`src/rtl/alu_share_ctrl_pkg.sv`:
```
// Shared definitions for the ALU sharing controller: FSM states, the
// reserved opcode, flag bit positions and a small one-hot helper.
package alu_share_ctrl_pkg;

  typedef enum logic [1:0] {
    ST_IDLE  = 2'd0,
    ST_ISSUE = 2'd1,
    ST_RESP  = 2'd2
  } state_t;

  // Reserved opcode: ALU is still driven but the response is forced to zero.
  localparam logic [1:0] OP_RES = 2'b11;

  // Flag vector layout, shared by the ALU and the response channel.
  localparam int FLAG_Z = 0;
  localparam int FLAG_C = 1;
  localparam int FLAG_V = 2;
  localparam int FLAG_W = 3;

  // One-hot select for a two-requester index.
  function automatic logic [1:0] onehot2(input logic idx);
    return idx ? 2'b10 : 2'b01;
  endfunction

endpackage

```
`src/rtl/alu_share_ctrl_if.sv`:
```
// Request/response bundle between the two requesters and the ALU sharing
// controller. Requester i uses bit i of the valid/ready vectors and slice i
// of the packed op/operand buses.
interface alu_share_ctrl_if #(
  parameter int WIDTH = 32
) ();
  import alu_share_ctrl_pkg::*;

  logic [1:0]         req_valid;
  logic [1:0]         req_ready;
  logic [3:0]         req_op;
  logic [2*WIDTH-1:0] req_a;
  logic [2*WIDTH-1:0] req_b;
  logic [1:0]         rsp_valid;
  logic [1:0]         rsp_ready;
  logic [WIDTH-1:0]   rsp_result;
  logic [FLAG_W-1:0]  rsp_flags;
  logic               rsp_err;

  // Requester side.
  modport master (
    output req_valid, req_op, req_a, req_b, rsp_ready,
    input  req_ready, rsp_valid, rsp_result, rsp_flags, rsp_err
  );

  // Controller side.
  modport slave (
    input  req_valid, req_op, req_a, req_b, rsp_ready,
    output req_ready, rsp_valid, rsp_result, rsp_flags, rsp_err
  );

endinterface

```
`src/rtl/alu_share_ctrl_rr_arb2.sv`:
```
// Two-input round-robin arbiter. On a tie the requester that did not win
// last time is chosen; last_grant starts at 1 so requester 0 wins the first
// tie. The grant is combinational; history advances only on accept.
module rr_arb2
  import alu_share_ctrl_pkg::*;
(
  input  logic       clk,
  input  logic       rst_n,
  input  logic [1:0] req,
  input  logic       accept,
  output logic [1:0] grant,
  output logic       grant_idx
);

  logic last_grant;

  // Winner selection from the current requests and the grant history.
  always_comb begin
    // NOTE: every output gets a default before the case so no latch is inferred.
    grant_idx = 1'b0;
    case (req)
      2'b10:   grant_idx = 1'b1;
      2'b11:   grant_idx = ~last_grant;
      default: grant_idx = 1'b0;
    endcase
    grant = (req == 2'b00) ? 2'b00 : onehot2(grant_idx);
  end

  // Remember who was granted on each accepted request.
  always_ff @(posedge clk or negedge rst_n) begin
    if (!rst_n) begin
      last_grant <= 1'b1;
    end else if (accept) begin
      // NOTE: sequential state uses non-blocking assignment so all flops update together.
      last_grant <= grant_idx;
    end
  end

endmodule

```
`src/rtl/alu_share_ctrl.sv`:
```
// Shares one combinational ALU between two requesters. An accepted request
// is registered, presented to the ALU for one cycle, and the captured
// result/flags are returned to the winner on a valid/ready channel.
// Optional feature: define ALU_SHARE_PERF_EN to enable the saturating
// per-requester grant counters; otherwise they read as zero.
module alu_share_ctrl
  import alu_share_ctrl_pkg::*;
#(
  parameter int WIDTH = 32,
  parameter int CNT_W = 16
) (
  input  logic              clk,
  input  logic              rst_n,
  alu_share_ctrl_if.slave   bus,
  output logic [WIDTH-1:0]  alu_a,
  output logic [WIDTH-1:0]  alu_b,
  output logic [1:0]        alu_op,
  input  logic [WIDTH-1:0]  alu_result,
  input  logic [FLAG_W-1:0] alu_flags,
  output logic [CNT_W-1:0]  grant_cnt0,
  output logic [CNT_W-1:0]  grant_cnt1
);

  state_t           state;
  logic             grant_q;
  logic [1:0]       arb_grant;
  logic             arb_idx;
  logic             accept;
  logic [1:0]       sel_op;
  logic [WIDTH-1:0] sel_a;
  logic [WIDTH-1:0] sel_b;

  rr_arb2 u_arb (
    .clk       (clk),
    .rst_n     (rst_n),
    .req       (bus.req_valid),
    .accept    (accept),
    .grant     (arb_grant),
    .grant_idx (arb_idx)
  );

  // A request is taken whenever we are idle and anyone is asking.
  assign accept = (state == ST_IDLE) && (bus.req_valid != 2'b00);

  // Ready follows the arbiter only while idle; held low during reset.
  assign bus.req_ready = (rst_n && state == ST_IDLE) ? arb_grant : 2'b00;

  // Pick the winning requester's op and operands.
  always_comb begin
    sel_op = bus.req_op[1:0];
    sel_a  = bus.req_a[WIDTH-1:0];
    sel_b  = bus.req_b[WIDTH-1:0];
    if (arb_idx) begin
      sel_op = bus.req_op[3:2];
      sel_a  = bus.req_a[2*WIDTH-1:WIDTH];
      sel_b  = bus.req_b[2*WIDTH-1:WIDTH];
    end
  end

  // Control FSM: latch on accept, capture ALU in ISSUE, hold in RESP.
  // The ALU operand registers double as the operand latch, so the ALU inputs
  // only change on accept and stay put through ISSUE and beyond.
  always_ff @(posedge clk or negedge rst_n) begin
    if (!rst_n) begin
      state          <= ST_IDLE;
      grant_q        <= 1'b0;
      alu_a          <= '0;
      alu_b          <= '0;
      alu_op         <= 2'b00;
      bus.rsp_valid  <= 2'b00;
      bus.rsp_result <= '0;
      bus.rsp_flags  <= '0;
      bus.rsp_err    <= 1'b0;
    end else begin
      case (state)
        ST_IDLE: begin
          if (accept) begin
            grant_q <= arb_idx;
            alu_a   <= sel_a;
            alu_b   <= sel_b;
            alu_op  <= sel_op;
            state   <= ST_ISSUE;
          end
        end
        ST_ISSUE: begin
          if (alu_op == OP_RES) begin
            bus.rsp_result <= '0;
            bus.rsp_flags  <= '0;
            bus.rsp_err    <= 1'b1;
          end else begin
            bus.rsp_result <= alu_result;
            bus.rsp_flags  <= alu_flags;
            bus.rsp_err    <= 1'b0;
          end
          bus.rsp_valid <= onehot2(grant_q);
          state         <= ST_RESP;
        end
        ST_RESP: begin
          if (bus.rsp_ready[grant_q]) begin
            bus.rsp_valid <= 2'b00;
            state         <= ST_IDLE;
          end
        end
        default: state <= ST_IDLE;
      endcase
    end
  end

`ifdef ALU_SHARE_PERF_EN
  // Saturating count of accepted requests per requester.
  always_ff @(posedge clk or negedge rst_n) begin
    if (!rst_n) begin
      grant_cnt0 <= '0;
      grant_cnt1 <= '0;
    end else if (accept) begin
      if (!arb_idx && grant_cnt0 != '1) grant_cnt0 <= grant_cnt0 + CNT_W'(1);
      if (arb_idx && grant_cnt1 != '1)  grant_cnt1 <= grant_cnt1 + CNT_W'(1);
    end
  end
`else
  assign grant_cnt0 = '0;
  assign grant_cnt1 = '0;
`endif

endmodule

```
`src/flat_wrapper.sv`:
```
// flat-port wrapper written by rule: the top's interface ports become plain ports
module alu_share_ctrl_flat import alu_share_ctrl_pkg::*;
#(
  parameter int WIDTH = 32,
  parameter int CNT_W = 16
)
  (clk, rst_n, alu_a, alu_b, alu_op, alu_result, alu_flags, grant_cnt0, grant_cnt1, bus_req_valid, bus_req_op, bus_req_a, bus_req_b, bus_rsp_ready, bus_req_ready, bus_rsp_valid, bus_rsp_result, bus_rsp_flags, bus_rsp_err);
  alu_share_ctrl_if #(.WIDTH(WIDTH)) bus_i ();
  input  logic clk;
  input  logic rst_n;
  output logic [WIDTH-1:0] alu_a;
  output logic [WIDTH-1:0] alu_b;
  output logic [1:0] alu_op;
  input  logic [WIDTH-1:0] alu_result;
  input  logic [FLAG_W-1:0] alu_flags;
  output logic [CNT_W-1:0] grant_cnt0;
  output logic [CNT_W-1:0] grant_cnt1;
  input wire logic [$bits(bus_i.req_valid)-1:0] bus_req_valid;
  input wire logic [$bits(bus_i.req_op)-1:0] bus_req_op;
  input wire logic [$bits(bus_i.req_a)-1:0] bus_req_a;
  input wire logic [$bits(bus_i.req_b)-1:0] bus_req_b;
  input wire logic [$bits(bus_i.rsp_ready)-1:0] bus_rsp_ready;
  output wire logic [$bits(bus_i.req_ready)-1:0] bus_req_ready;
  output wire logic [$bits(bus_i.rsp_valid)-1:0] bus_rsp_valid;
  output wire logic [$bits(bus_i.rsp_result)-1:0] bus_rsp_result;
  output wire logic [$bits(bus_i.rsp_flags)-1:0] bus_rsp_flags;
  output wire logic [$bits(bus_i.rsp_err)-1:0] bus_rsp_err;
  assign bus_i.req_valid = bus_req_valid;
  assign bus_i.req_op = bus_req_op;
  assign bus_i.req_a = bus_req_a;
  assign bus_i.req_b = bus_req_b;
  assign bus_i.rsp_ready = bus_rsp_ready;
  assign bus_req_ready = bus_i.req_ready;
  assign bus_rsp_valid = bus_i.rsp_valid;
  assign bus_rsp_result = bus_i.rsp_result;
  assign bus_rsp_flags = bus_i.rsp_flags;
  assign bus_rsp_err = bus_i.rsp_err;
  alu_share_ctrl #(.WIDTH(WIDTH), .CNT_W(CNT_W)) u_core (.clk(clk), .rst_n(rst_n), .bus(bus_i), .alu_a(alu_a), .alu_b(alu_b), .alu_op(alu_op), .alu_result(alu_result), .alu_flags(alu_flags), .grant_cnt0(grant_cnt0), .grant_cnt1(grant_cnt1));
endmodule
```
`config.mk`:
```
export PLATFORM = sky130hd
export DESIGN_NAME = alu_share_ctrl_flat
export DESIGN_NICKNAME = d
export VERILOG_FILES = /design/src/rtl/alu_share_ctrl_pkg.sv /design/src/rtl/alu_share_ctrl_if.sv /design/src/rtl/alu_share_ctrl_rr_arb2.sv /design/src/rtl/alu_share_ctrl.sv /design/src/flat_wrapper.sv
export SDC_FILE = /design/constraint.sdc
export NUM_CORES = 1
export LEC_CHECK = 0
export ABC_AREA = 0
export BUFFER_PORTS_ARGS = -buffer_cell sky130_fd_sc_hd__buf_2
export CORE_AREA = 2 2 122 124
export CTS_CLUSTER_DIAMETER = 150
export DETAILED_ROUTE_END_ITERATION = 6
export DIE_AREA = 0 0 124 126
export PLACE_DENSITY = 0.79
export SETUP_SLACK_MARGIN = 0.1
export SLEW_MARGIN = 20
export SYNTH_ARGS = -nofsm -noshare
export SYNTH_HDL_FRONTEND = slang
export SYNTH_SLANG_ARGS = --single-unit
```
`constraint.sdc`:
```
create_clock -name clk -period 3.8 [get_ports clk]
set_input_delay 0.57 -clock clk [delete_from_list [all_inputs] [get_ports clk]]
set_output_delay 0.57 -clock clk [all_outputs]
set_load 0.02 [all_outputs]
```
==> results of run 1 <==
## cells in the mapped netlist (2+ instances only)
cell        n
clkbuf_1    4
nor2b_1     2
dfrtp_1   107
o21ai_0     2
buf_4      34
a22o_1     35
a21oi_1     6
mux2_4     36
mux2_2     96
buf_2      12
inv_1       4
buf_6       4
nand2_1     3
nor2_1      3
## sequential cells by signal (all words and copies together), names as in the netlist
signal / cells
u_core.alu_b: 32
u_core.alu_op: 2
u_core.grant_q: 1
u_core.bus.rsp_flags: 3
u_core.bus.rsp_result: 32
u_core.state: 2
u_core.bus.rsp_err: 1
u_core.bus.rsp_valid: 2
u_core.u_arb.last_grant: 1
u_core.alu_a: 32
## path summary, 6_finish.rpt
check	slack [ns]	to
max in group asynchronous	2.30	u_core.alu_b[1]$_DFFE_PN0P_
max reg2reg	1.61	u_core.alu_a[8]$_DFFE_PN0P_
max	1.60	bus_req_ready[1]
min	0.33	u_core.alu_a[0]$_DFFE_PN0P_
min reg2reg	0.50	u_core.bus.rsp_result[27]$_DFFE_PN0P_
min in group clk	0.43	u_core.bus.rsp_result[4]$_DFFE_PN0P_
## logic make-up (layout without fill, tap and decap cells)
family,Yosys count,in the layout
mux,132,132
flops,108,108
buf+inv,58,305
compound gates,50,50
simple gates,10,10
other cells,1,32
## report_power, final
part	switching [mW]	internal (mW)	leakage (nW)	total, mW
Clock	0.449	0.529	0.156	0.977
Combinational	1.55	1.30	2.14	2.85
Sequential	0.302	1.72	1.30	2.03
## metrics by stage
| stage | hold slack, ns | std cells | util [%] | cell area (sq um) | setup WS (ns) |
|---|---|---|---|---|---|
| 2_1_floorplan | 0.2744 | 390 | - | 5291 | 1.796 |
| 3_3_place_gp | 0.4833 | 805 | 46.27 | 6623 | 1.625 |
| 3_5_place_dp | 0.4868 | 805 | 46.27 | 6623 | 1.603 |
| 4_1_cts | 0.3497 | 821 | 48.47 | 6938 | 1.548 |
| 5_1_grt | 0.3849 | 821 | 48.47 | 6938 | 1.457 |
| 6_report | 0.3331 | 821 | 48.47 | 6938 | 1.598 |
## layout make-up
type	instances	area share (%)
clock inverter	7	1.298
clock buffer	9	3.246
timing repair buffer	285	21.03
tap	184	3.318
multi-input combinational	224	31.92
sequential	108	38.97
inverter	4	0.2164
## per-layer routing
metal | up-vias | routed length (um)
met5 | - | 0
met4 | 0 | 165
met3 | 12 | 1003
met2 | 184 | 5915
met1 | 1777 | 4756
li1 | 1785 | -
==> run summary, run 1 <==
For the final estimated routing congestion in global placement, the log shows 0.7504. In this design, the stage delay of the slowest critical-path cell is 0.56 ns. Worst voltage drop across the vdd grid: 0.0004821 V.

The tools report the deepest clock path buffer count as 2. The multiplexer share of the synthesized area was 31.33%. The root buffer selected by CTS is clkbuf_16. The H-tree depth was 3.

Yosys mapped the design onto 25 distinct sky130hd cell types. The tools report the detailed-router iteration count before antenna repair as 4. The fill cell total of the finished layout was 1324; the share of flip-flops with an asynchronous set or reset after synthesis was 100.0%. The run gives 0 as the number of max-slew violations in the final report. The overall track demand over capacity in global routing was 14.98%. The tools report the cell leakage power as 3.591 nW. The instance count on the critical path came out at 4.

The share of layout cells above drive strength 1 was 68.76%. Synthesis produced 359 cells. Gates resized during post-CTS repair numbered 0. For this run, design rule violations remaining after detail routing come to 0.

Global routing consumed, on the met2 layer, 25.44% of the routing resources. Critical path startpoint: u_core.u_arb.last_grant$_DFFE_PN1P_. The library cell used most frequently in the layout, excluding fill and tap cells, is buf_2.

Detailed placement finished with a half-perimeter wire length of 8.928 mm. The largest net degree at the start of global routing is 69. The critical path goes through a21bo_4 > buf_12 > nor2_1 > buf_2. The detail route stage leaves a number of antenna-violating nets equal to 0. The length in cells of the worst reg-to-reg path is 4.

Grouping stages by cell kind, the critical path spends the most delay in flip-flops. The worst setup path is launched from a register. The routed via count is 3758.

For the flip-flop and latch area, the log shows 0.002704 sq mm. The power per standard cell area works out to 843.1 mW/mm^2. Setup repair after global routing left no endpoint under its margin.

The multi-input combinational cells in the finished layout cover a total of 0.002215 sq mm. In this run the count of I/O pins placed on the die edge is 311. The simple-gate portion of the synthesized area was 0.9429%.

Between clock sinks in the finished design, the worst skew comes to 0.009204 ns. The final setup violation count is 0, and the netlist area before placement is 0.005175 sq mm. Wire length of the first global-routing pass: 18.17 mm.

At the pin with the least slew margin, the transition time is 0.7341 ns. The average routed wire per standard cell works out to 14.42 um. The via count of the first global-routing pass is 3688, and the time the worst path needs with I/O delays and setup is 2.202 ns. TritonCTS built the clock tree. The endpoint kind of the worst setup timing path is an output port.

Based on the critical path, the design can be clocked at up to 0.4541 GHz. The total overflow left after global routing is 0. In the synthesized netlist the dominant register cell turns out to be dfrtp_1. 0 antenna diodes ended up in the layout. The final layout contains 805 nets.

Final hold violation count: 0. At the later pin of the worst-skew pair, clock insertion delay measures 0.35 ns. Dividing the final minimum period by the clock period gives 57.96%. Along the worst path, the maximum fanout reaches 68.

The die covers 0.01562 sq mm. In the layout the commonest cells are 277 x buf_2, 107 x dfrtp_1, 96 x mux2_2, 36 x mux2_4, 35 x a22o_1. After synthesis the netlist holds a flip-flop and latch count of 108.

Mean cell area of the mapped netlist: 14.41 sq um. Global routing consumed, on the met3 layer, 3.442% of the routing resources. The worst setup path is of the reg -> out kind.

For the number of buffers inserted during clock tree synthesis, the log shows 9. After synthesis, the largest area contributor takes up 51.74% of total cell area. The largest family of logic cells by synthesized area is multiplexers. The initial cell density of the core was 36.15%; the number of enable flip-flop cells after synthesis was 0.

In this run the standard cell core region covers 0.01431 sq mm. The tools report the quantity of hold-fixing buffers added after cts as 0. The adder-cell share of the synthesized area was 0%.

In the final timing run, aggregate negative setup slack is 0 ns. The critical-path cell with the highest stage delay is dfstp_2. The synthesized netlist devotes 7.858% of its cell area to compound gates. The clock drives 108 sinks. By area the synthesized netlist is led by dfrtp_1 52%, mux2_2 21%, mux2_4 10%. The synthesized netlist devotes 0% of its cell area to XOR and XNOR gates. Yosys printed 0 warnings.

The kind of path behind the tightest hold check was in -> async. The tools report the reported max-cap violation count as 0. STA puts the critical path data arrival time at 1.63 ns. The detailed router finished its first iteration with 100 violations. The share of the Yosys chip area taken by registers is 52.25%.

The number of setup buffers added after CTS is 0. In this run the tightest slew margin relative to its limit is 51.06%. The design draws 5.849 mW.

The startpoint of the worst-slack reg-to-reg timing path was u_core.state[0]$_DFFE_PN0P_. From bottom edge to top edge, the die measures 126 um. The flow ran to the end, and the final reports show no timing, DRC or antenna violations.

STA puts the critical path data required time at 3.23 ns. Dividing the detail-routed via count by the number of cells gives 4.577. Together, buffers and inverters on the worst path number 2. Initial antenna violation count: 0.

The area growth from synthesis to layout is 34.07%. Count of buffers from port buffering: 278. The cell type contributing the most total cell area after synthesis is dfrtp_1.

Global routing consumed, on the met1 layer, 18.22% of the routing resources. The global routing stage identified its most utilized layer as met2. The die outline width was 124 um; the floorplan row count was 44. After detailed routing, the total wire length is 11.84 mm. Clock-pin slew was measured on the worst setup and hold paths at 0.08 ns.
No activity file was read; power rests on OpenSTA's default activity.
==> inputs of run 2 (changes only) <==
--- a/config.mk
+++ b/config.mk
@@ -11,7 +11,7 @@
 export CTS_CLUSTER_DIAMETER = 150
 export DETAILED_ROUTE_END_ITERATION = 6
 export DIE_AREA = 0 0 124 126
-export PLACE_DENSITY = 0.79
+export PLACE_DENSITY = 0.82
 export SETUP_SLACK_MARGIN = 0.1
 export SLEW_MARGIN = 20
 export SYNTH_ARGS = -nofsm -noshare
==> constraint.sdc (replaced) <==
create_clock -name clk -period 1.9 [get_ports clk]
set_input_delay 0.285 -clock clk [delete_from_list [all_inputs] [get_ports clk]]
set_output_delay 0.285 -clock clk [all_outputs]
set_load 0.02 [all_outputs]
==> run 2 against run 1 <==
  * Non-clock buffer count increased by 6
  * Clock power is 84% higher
  * Sequential cell count unchanged
  * Combinational power rose by 110%
  * Critical path depth unchanged
  * First-iteration DRC count up 25%
  * Worst hold slack got worse by 0.30 ns
  * Highest routed layer unchanged
  * Critical endpoint is now u_core.alu_b[2]$_DFFE_PN0P_
  * Die area stayed put
  * Global-route usage barely moved
  * Cell area up 1.5%
  * Via count is 2.0% higher
  * Core utilization up 0.74 points
==> run summary, run 2 (same netlist as run 1, synthesis figures left out) <==
The tools report the H-tree depth as 3. The run gives 4 as the detailed-router iteration count before antenna repair. The root buffer cell chosen for the clock tree is clkbuf_16. No sink is reached through more buffers than the 2 on the longest clock path.

The run gives 3711 as the via count of the first global-routing pass. The worst setup path is captured at a register. Relative to the synthesized area, the layout overhead comes to 36.12%.

The run gives 0.03260 ns as the worst hold-check slack. The number of max-slew violations in the final report is 0, and the number of vias per cell is 4.629. In this run the power spent charging and discharging nets is 4.620 mW.

In the finished design, the share of the clock period the worst path needs comes to 91.14%. The startpoint identified for the worst register-to-register timing path is u_core.u_arb.last_grant$_DFFE_PN1P_. Post-CTS repair changed the size of 0 cells. For this configuration, the core starts out at a cell density of 36.15%.

The library cell used most frequently in the layout, excluding fill and tap cells, is buf_2. The first global-routing pass estimated 18.17 mm of wire. Setup slack on the critical path of the routed design comes to 0.1683 ns.

For this design, the CTS-stage hold fixing added 0 buffers. Number of diodes added for antenna fixing: 0. Clock-pin slew was measured on the worst setup and hold paths at 0.07 ns.

STA puts the critical path data required time at 2.12 ns. The flow ran to the end, and the final reports show no timing, DRC or antenna violations. The clock arrives with 0.006771 ns of skew.

For this block, the initial DRC count from the detailed router was 125. The class of the most critical setup path is reg -> reg. For the total negative setup slack, the log shows 0 ns. The overall track demand over capacity in global routing is 14.97%, and the average routed wire per standard cell is 14.68 um.

The clock network is responsible for 15.3% of the overall power. The routed layout has 3833 vias. The die covers 0.01562 sq mm.

Static timing analysis puts the maximum clock frequency at 0.5775 GHz. In this run the worst setup path begins at u_core.u_arb.last_grant$_DFFE_PN1P_. The final layout contains routed wiring with a total length of 12.15 mm.

The power per standard cell area is 1669 mW/mm^2, and the count of buffers from port buffering is 278. The core area is 0.01431 sq mm, and the die outline width is 124 um. The cell leakage power is 3.631 nW. Clock network latency to the later pin of the worst-skew pair: 0.35 ns. Counting the fill cells in the layout gives 1297. The floorplan row count was 44. The floorplan die height came out at 126 um. In the layout the commonest cells are 277 x buf_2, 107 x dfrtp_1, 96 x mux2_2, 36 x mux2_4, 35 x a22o_1. The wire-length estimate of the detail-placed layout is 8.923 mm.

Post-CTS timing repair inserted 0 buffers for setup. The min-delay analysis places its worst path in the category in -> async. Along the worst path, the maximum fanout reaches 19.

In this run the tightest slew margin relative to its limit is 62.79%. Setup violations remaining at the end of the flow were counted as 0. Entering global routing, the biggest net connects 109 pins.

After layout, the minimum clock period comes to 1.732 ns. The count of nets left with antenna violations once routing finished came out at 0. For the pin with the worst max-slew slack, the measured transition is 0.5582 ns.

In this run switching power makes up 39.31% of total power. Initial antenna violation count: 0. Across the run, the number of max-cap violations was 0. The post-route DRC violation count is 0.

TritonCTS created 9 clock buffers. The logs give 108 for the total number of clock tree sinks and 34.8% for the part of the power in registers. TritonCTS built the clock tree. For the worst setup path, the data arrival time is 1.96 ns. Routability-driven placement finished with a final weighted congestion of 0.7439.

The post-route netlist has 68.94% of its cells at a drive strength greater than 1. 311 I/O pins were placed. Final hold violation count: 0.

The largest registers in the layout are u_core.alu_a: 32 flops, u_core.alu_b: 32 flops, u_core.bus.rsp_result: 32 flops. The logs give 49.9% for the share of total power in combinational logic and 0 for the remaining global-route overflow. The internal power of the cells totals 7.134 mW. The final layout contains 812 nets.

Setup repair after global routing could not meet its margin everywhere. Timing analysis after detailed placement gives a worst setup slack of 0.1349 ns. Worst voltage drop across the vdd grid: 0.0008967 V. Category of the worst setup path launch point: a register.
==> run 2: changes by cell type in the layout (fill, tap and decap cells not counted), sizes merged <==
| cell | delta |
|---|---|
| clkinv | -2 |
| bufinv | -1 |
| clkbuf | +3 |
| buf | +5 |
| clkinvlp | +2 |
| a21bo | +1 |
| inv | -1 |
==> run 2: worst paths after layout <==
path / endpoint / slack (ns) / cells after the start
max reg2reg: u_core.alu_b[2]$_DFFE_PN0P_ / 0.17 / 4
max: u_core.alu_b[2]$_DFFE_PN0P_ / 0.17 / 4
min in group clk: u_core.bus.rsp_result[17]$_DFFE_PN0P_ / 0.15 / 2
min: u_core.alu_b[7]$_DFFE_PN0P_ / 0.03 / 2
min reg2reg: u_core.alu_b[24]$_DFFE_PN0P_ / 0.50 / 1
max in group asynchronous: u_core.alu_a[19]$_DFFE_PN0P_ / 1.46 / 2
==> run 2: final cells by class <==
| class | instances | area, sq um | area share (%) |
|---|---|---|---|
| Sequential cell | 108 | 2704 | 38.38 |
| Timing Repair Buffer | 291 | 1584 | 22.49 |
| Tap cell | 184 | 230.2 | 3.268 |
| Clock inverter | 5 | 43.79 | 0.6217 |
| Inverter | 4 | 15.01 | 0.2131 |
| Clock buffer | 11 | 242.7 | 3.446 |
| Multi-Input combinational cell | 225 | 2225 | 31.58 |
==> run 2: critical path: stages (launching register included) <==
cell and delay [ns]:
dfstp_2 0.58, a21bo_4 0.21, buf_12 0.19, mux2_2 0.35, mux2_2 0.26
==> run 2: per-stage QoR <==
stage / power, mW / instances / utilization [%] / instance area [sq um]
finish: 11.75 / 828 / 49.21 / 7044
global route: 12.50 / 828 / 49.21 / 7044
CTS: 11.90 / 824 / 48.86 / 6994
detailed placement: 10.03 / 808 / 46.86 / 6708
global placement: 9.903 / 808 / 46.86 / 6708
floorplan: 8.069 / 390 / - / 5291
==> run 2: power groups by stage <==
stage | clock network [mW] | registers [mW] | logic, mW
finish | 1.80 | 4.09 | 5.87
CTS | 1.88 | 4.10 | 5.91
global placement | 0 | 4.10 | 5.81
global route | 1.98 | 4.24 | 6.28
floorplan | 0 | 5.39 | 2.67
detailed placement | 0 | 4.11 | 5.92
==> run 2: routing by layer <==
metal	GRT usage [%]	vias to the layer above	part of all wire [%]
li1	-	1794	-
met1	16.92	1832	40
met2	26.63	193	50
met3	3.759	14	8.7
met4	6.081	0	1.6
met5	0	-	0
==> inputs of run 3 (changes only) <==
--- a/config.mk
+++ b/config.mk
@@ -7,13 +7,14 @@
 export LEC_CHECK = 0
 export ABC_AREA = 0
 export BUFFER_PORTS_ARGS = -buffer_cell sky130_fd_sc_hd__buf_2
-export CORE_AREA = 2 2 122 124
+export CORE_AREA = 2 2 121 123
 export CTS_CLUSTER_DIAMETER = 150
 export DETAILED_ROUTE_END_ITERATION = 6
-export DIE_AREA = 0 0 124 126
+export DIE_AREA = 0 0 123 125
 export PLACE_DENSITY = 0.82
 export SETUP_SLACK_MARGIN = 0.1
 export SLEW_MARGIN = 20
 export SYNTH_ARGS = -nofsm -noshare
 export SYNTH_HDL_FRONTEND = slang
+export SYNTH_HIERARCHICAL = 1
 export SYNTH_SLANG_ARGS = --single-unit
==> run 3 against run 2 <==
  * Wire length increased by 1.4%
  * Sequential power about the same
  * Global-route usage increased by 0.92 points
  * Via count fell by 2.3%
  * Fmax rose by 2.9%
==> run summary, run 3 <==
In this run the count of I/O pins placed on the die edge is 311. The class of the most critical setup path is reg -> out. The number of max-slew violations in the final report was 0. On the worst path, the slowest cell contributes a delay of 0.58 ns. The floorplan row count was 44.

After the first detailed-routing iteration, the DRC count stood at 80. The die is 123 um wide. For the worst setup path, the data required time is 1.62 ns. Traced cell by cell, the critical path runs through inv_1 > a21boi_1 > and3_1 > buf_4. The share of layout cells above drive strength 1 works out to 69.17%. Summed over all failing endpoints, the final setup total negative slack is 0 ns. The via count of the first global-routing pass is 3805. Before CTS, the worst setup slack after placement is 0.1654 ns. The clock passes through at most 2 buffers. Share of flip-flops with an asynchronous set or reset after synthesis: 100.0%. The final hold violation count was 0. For this design the static power due to leakage is 3.536 nW. The final setup violation count was 0.

The routed via count is 3744, and the number of library cell types mapped by synthesis is 26. Power spread over the standard cell area amounts to 1686 mW/mm^2. The share of the clock period used by the worst path was 88.59%; the largest net degree at the start of global routing was 83. The run gives 12.33 mm as the total wirelength of the detailed-routed design. The floorplan step defined a die boundary enclosing 0.01538 sq mm.

Across every metal layer, demand over resource in global routing totals 15.90%. The cell area that synthesis handed to floorplanning was 0.005112 sq mm. The total area inside the core boundary comes to 0.01420 sq mm. The buffer count from post-CTS setup fixing was 0. Post-route DRC violation count: 0.

The maximum fanout encountered on the critical timing path was 4. The sum of internal, switching and leakage power is 11.73 mW. The area growth from synthesis to layout was 36.05%. The most instantiated library cell after synthesis is mux2_2.

Routability-driven placement finished with a final weighted congestion of 0.7842. The flip-flop and latch count after synthesis works out to 108. In this run the mean area of a mapped cell was 14.28 sq um. TritonCTS built the clock tree. The kind of path behind the tightest hold check was in -> reg.

The smallest setup slack after layout is 0.2168 ns, and the worst hold path depth is 2. By area the synthesized netlist is led by dfrtp_1 52%, mux2_2 25%, a22o_1 6.0%. Setup repair after global routing left no endpoint under its margin.

In the final layout, the registers with the most flip-flops are u_core/alu_a: 32 flops, u_core/alu_b: 32 flops, u_core/bus.rsp_result: 32 flops. The time the worst path needs with I/O delays and setup came out at 1.683 ns. The run finished with clean final reports. Fill cells in the final layout number 1300. Leaving out fill and tap cells, the most frequent cell in the layout is buf_2. Leaving out fill and tap cells, the most frequent cells in the layout are 276 x buf_2, 114 x mux2_2, 107 x dfrtp_1, 35 x a22o_1, 32 x conb_1. The first global-routing pass estimated 18.97 mm of wire. The endpoint kind of the worst setup timing path was an output port. For this run, the detailed router's first-pass iteration total came to 4.

For the maximum achievable frequency, the log shows 0.5941 GHz. After synthesis, flip-flops and latches occupy 52.89% of the total area. The number of cells on the worst reg-to-reg path is 4. Number of cells in the design after placement: 806. Once detail routing completed, the nets flagged for antenna violations numbered 0.

The logs give 0.0009197 V for the worst voltage drop across the vdd grid and 6 for the number of warnings issued by yosys. Measured along the y axis, the die boundary spans 125 um. During placement, the flow inserted port buffers numbering 278.

The gate family responsible for the most delay along the worst path is flip-flops. In this run the biggest area consumer among cell types represents 52.37% of the synthesized area. Clock skew on the completed layout was measured at 0.007751 ns. The slowest stage of the critical path is the dfstp_2 cell.

The total number of clock tree sinks was 108. The most used flip-flop cell after synthesis is dfrtp_1. In the final design database the tool counted 807 nets. In the synthesized netlist, the number of instances is 358. The root buffer selected by CTS was clkbuf_16.

Excluding fillers, the count of instances in the completed layout stands at 824. Clock tree synthesis inserted a total of 9 buffers. The average routed wire per standard cell was 14.96 um. Max-cap violations in this run came to 0. Signal arrival time at the worst endpoint: 1.40 ns. The total overflow left after global routing is 0. The number of vias per cell was 4.544; the critical path buffer and inverter count was 2. CTS built an H-tree with a depth of 3. dfrtp_1 takes more of the synthesized area than any other cell. The clock network latency to the later pin of the worst-skew pair is 0.36 ns, and the post-CTS clock slew at the launch and capture registers of the worst setup and hold paths is 0.08 ns. For this configuration, the core starts out at a cell density of 35.99%.

The number of enable flip-flop cells after synthesis works out to 0. The worst setup path is launched from a register. Counting instances in the post-synthesis netlist gives the leading cell types as 114 x mux2_2, 107 x dfrtp_1, 35 x a22o_1. The initial antenna violation count came out at 1. The instance count on the critical path is 4, and the final HPWL from detailed placement is 9.327 mm.
-- run 3: worst paths after layout --
check | from | slack, ns | to
max in group asynchronous | rst_n | 0.96 | u_core/alu_b[13]$_DFFE_PN0P_
worst max register to register | u_core/u_arb/last_grant$_DFFE_PN1P_ | 0.22 | u_core/alu_b[9]$_DFFE_PN0P_
worst max-delay path | u_core/u_arb/last_grant$_DFFE_PN1P_ | 0.22 | bus_req_ready[0]
worst min register to register | u_core/bus.rsp_result[7]$_DFFE_PN0P_ | 0.50 | u_core/bus.rsp_result[7]$_DFFE_PN0P_
min in group asynchronous | rst_n | 0.30 | u_core/alu_a[26]$_DFFE_PN0P_
worst min-delay path | alu_result[14] | 0.14 | u_core/bus.rsp_result[14]$_DFFE_PN0P_
-- run 3: area by class of cell --
class | count | area, sq um | area share [%]
Sequential cell | 108 | 2704 | 38.87
Multi-Input combinational cell | 225 | 2171 | 31.21
Timing Repair Buffer | 288 | 1549 | 22.27
Tap cell | 184 | 230.2 | 3.310
Clock buffer | 9 | 225.2 | 3.238
Clock inverter | 7 | 66.31 | 0.9534
Inverter | 2 | 7.507 | 0.1079
Antenna cell | 1 | 2.502 | 0.03598
-- run 3: power breakdown --
part	internal, mW	switching, mW	total (mW)
combinational	2.69	3.11	5.80
sequential	3.45	0.627	4.08
clock	0.925	0.922	1.85
-- run 3: per-stage QoR --
| stage | hold WS (ns) | cell area [sq um] | util (%) |
|---|---|---|---|
| floorplan | -0.01059 | 5229 | - |
| global route | 0.1207 | 6953 | 48.95 |
| CTS | 0.1228 | 6950 | 48.93 |
| global placement | 0.09854 | 6649 | 46.81 |
| detailed placement | 0.09675 | 6649 | 46.81 |
| finish | 0.1398 | 6955 | 48.97 |
-- run 3: timing repair --
item                                   4_1_cts  5_1_grt
setup endpoints to repair                    0        1
endpoints found under the hold margin       26        0
hold buffers                                 1        0
resized for setup                            0        2
-- run 3: logic make-up (layout without fill, tap and decap cells) --
logic type | count (synthesis) | in the layout | synth area share [%]
simple gates | 13 | 13 | 1.322
flops | 108 | 108 | 52.89
other cells | 1 | 33 | 0.07335
buf+inv | 56 | 306 | 7.220
mux | 134 | 134 | 30.98
compound gates | 46 | 46 | 7.513
-- run 3: routing by layer --
metal / vias to the layer above / share of wire [%] / track usage [%]
met1: 1780 / 38 / 17.54
met3: 18 / 7.8 / 5.201
met2: 167 / 52 / 28.57
li1: 1779 / - / -
met4: 0 / 1.8 / 5.013
met5: - / 0 / 0
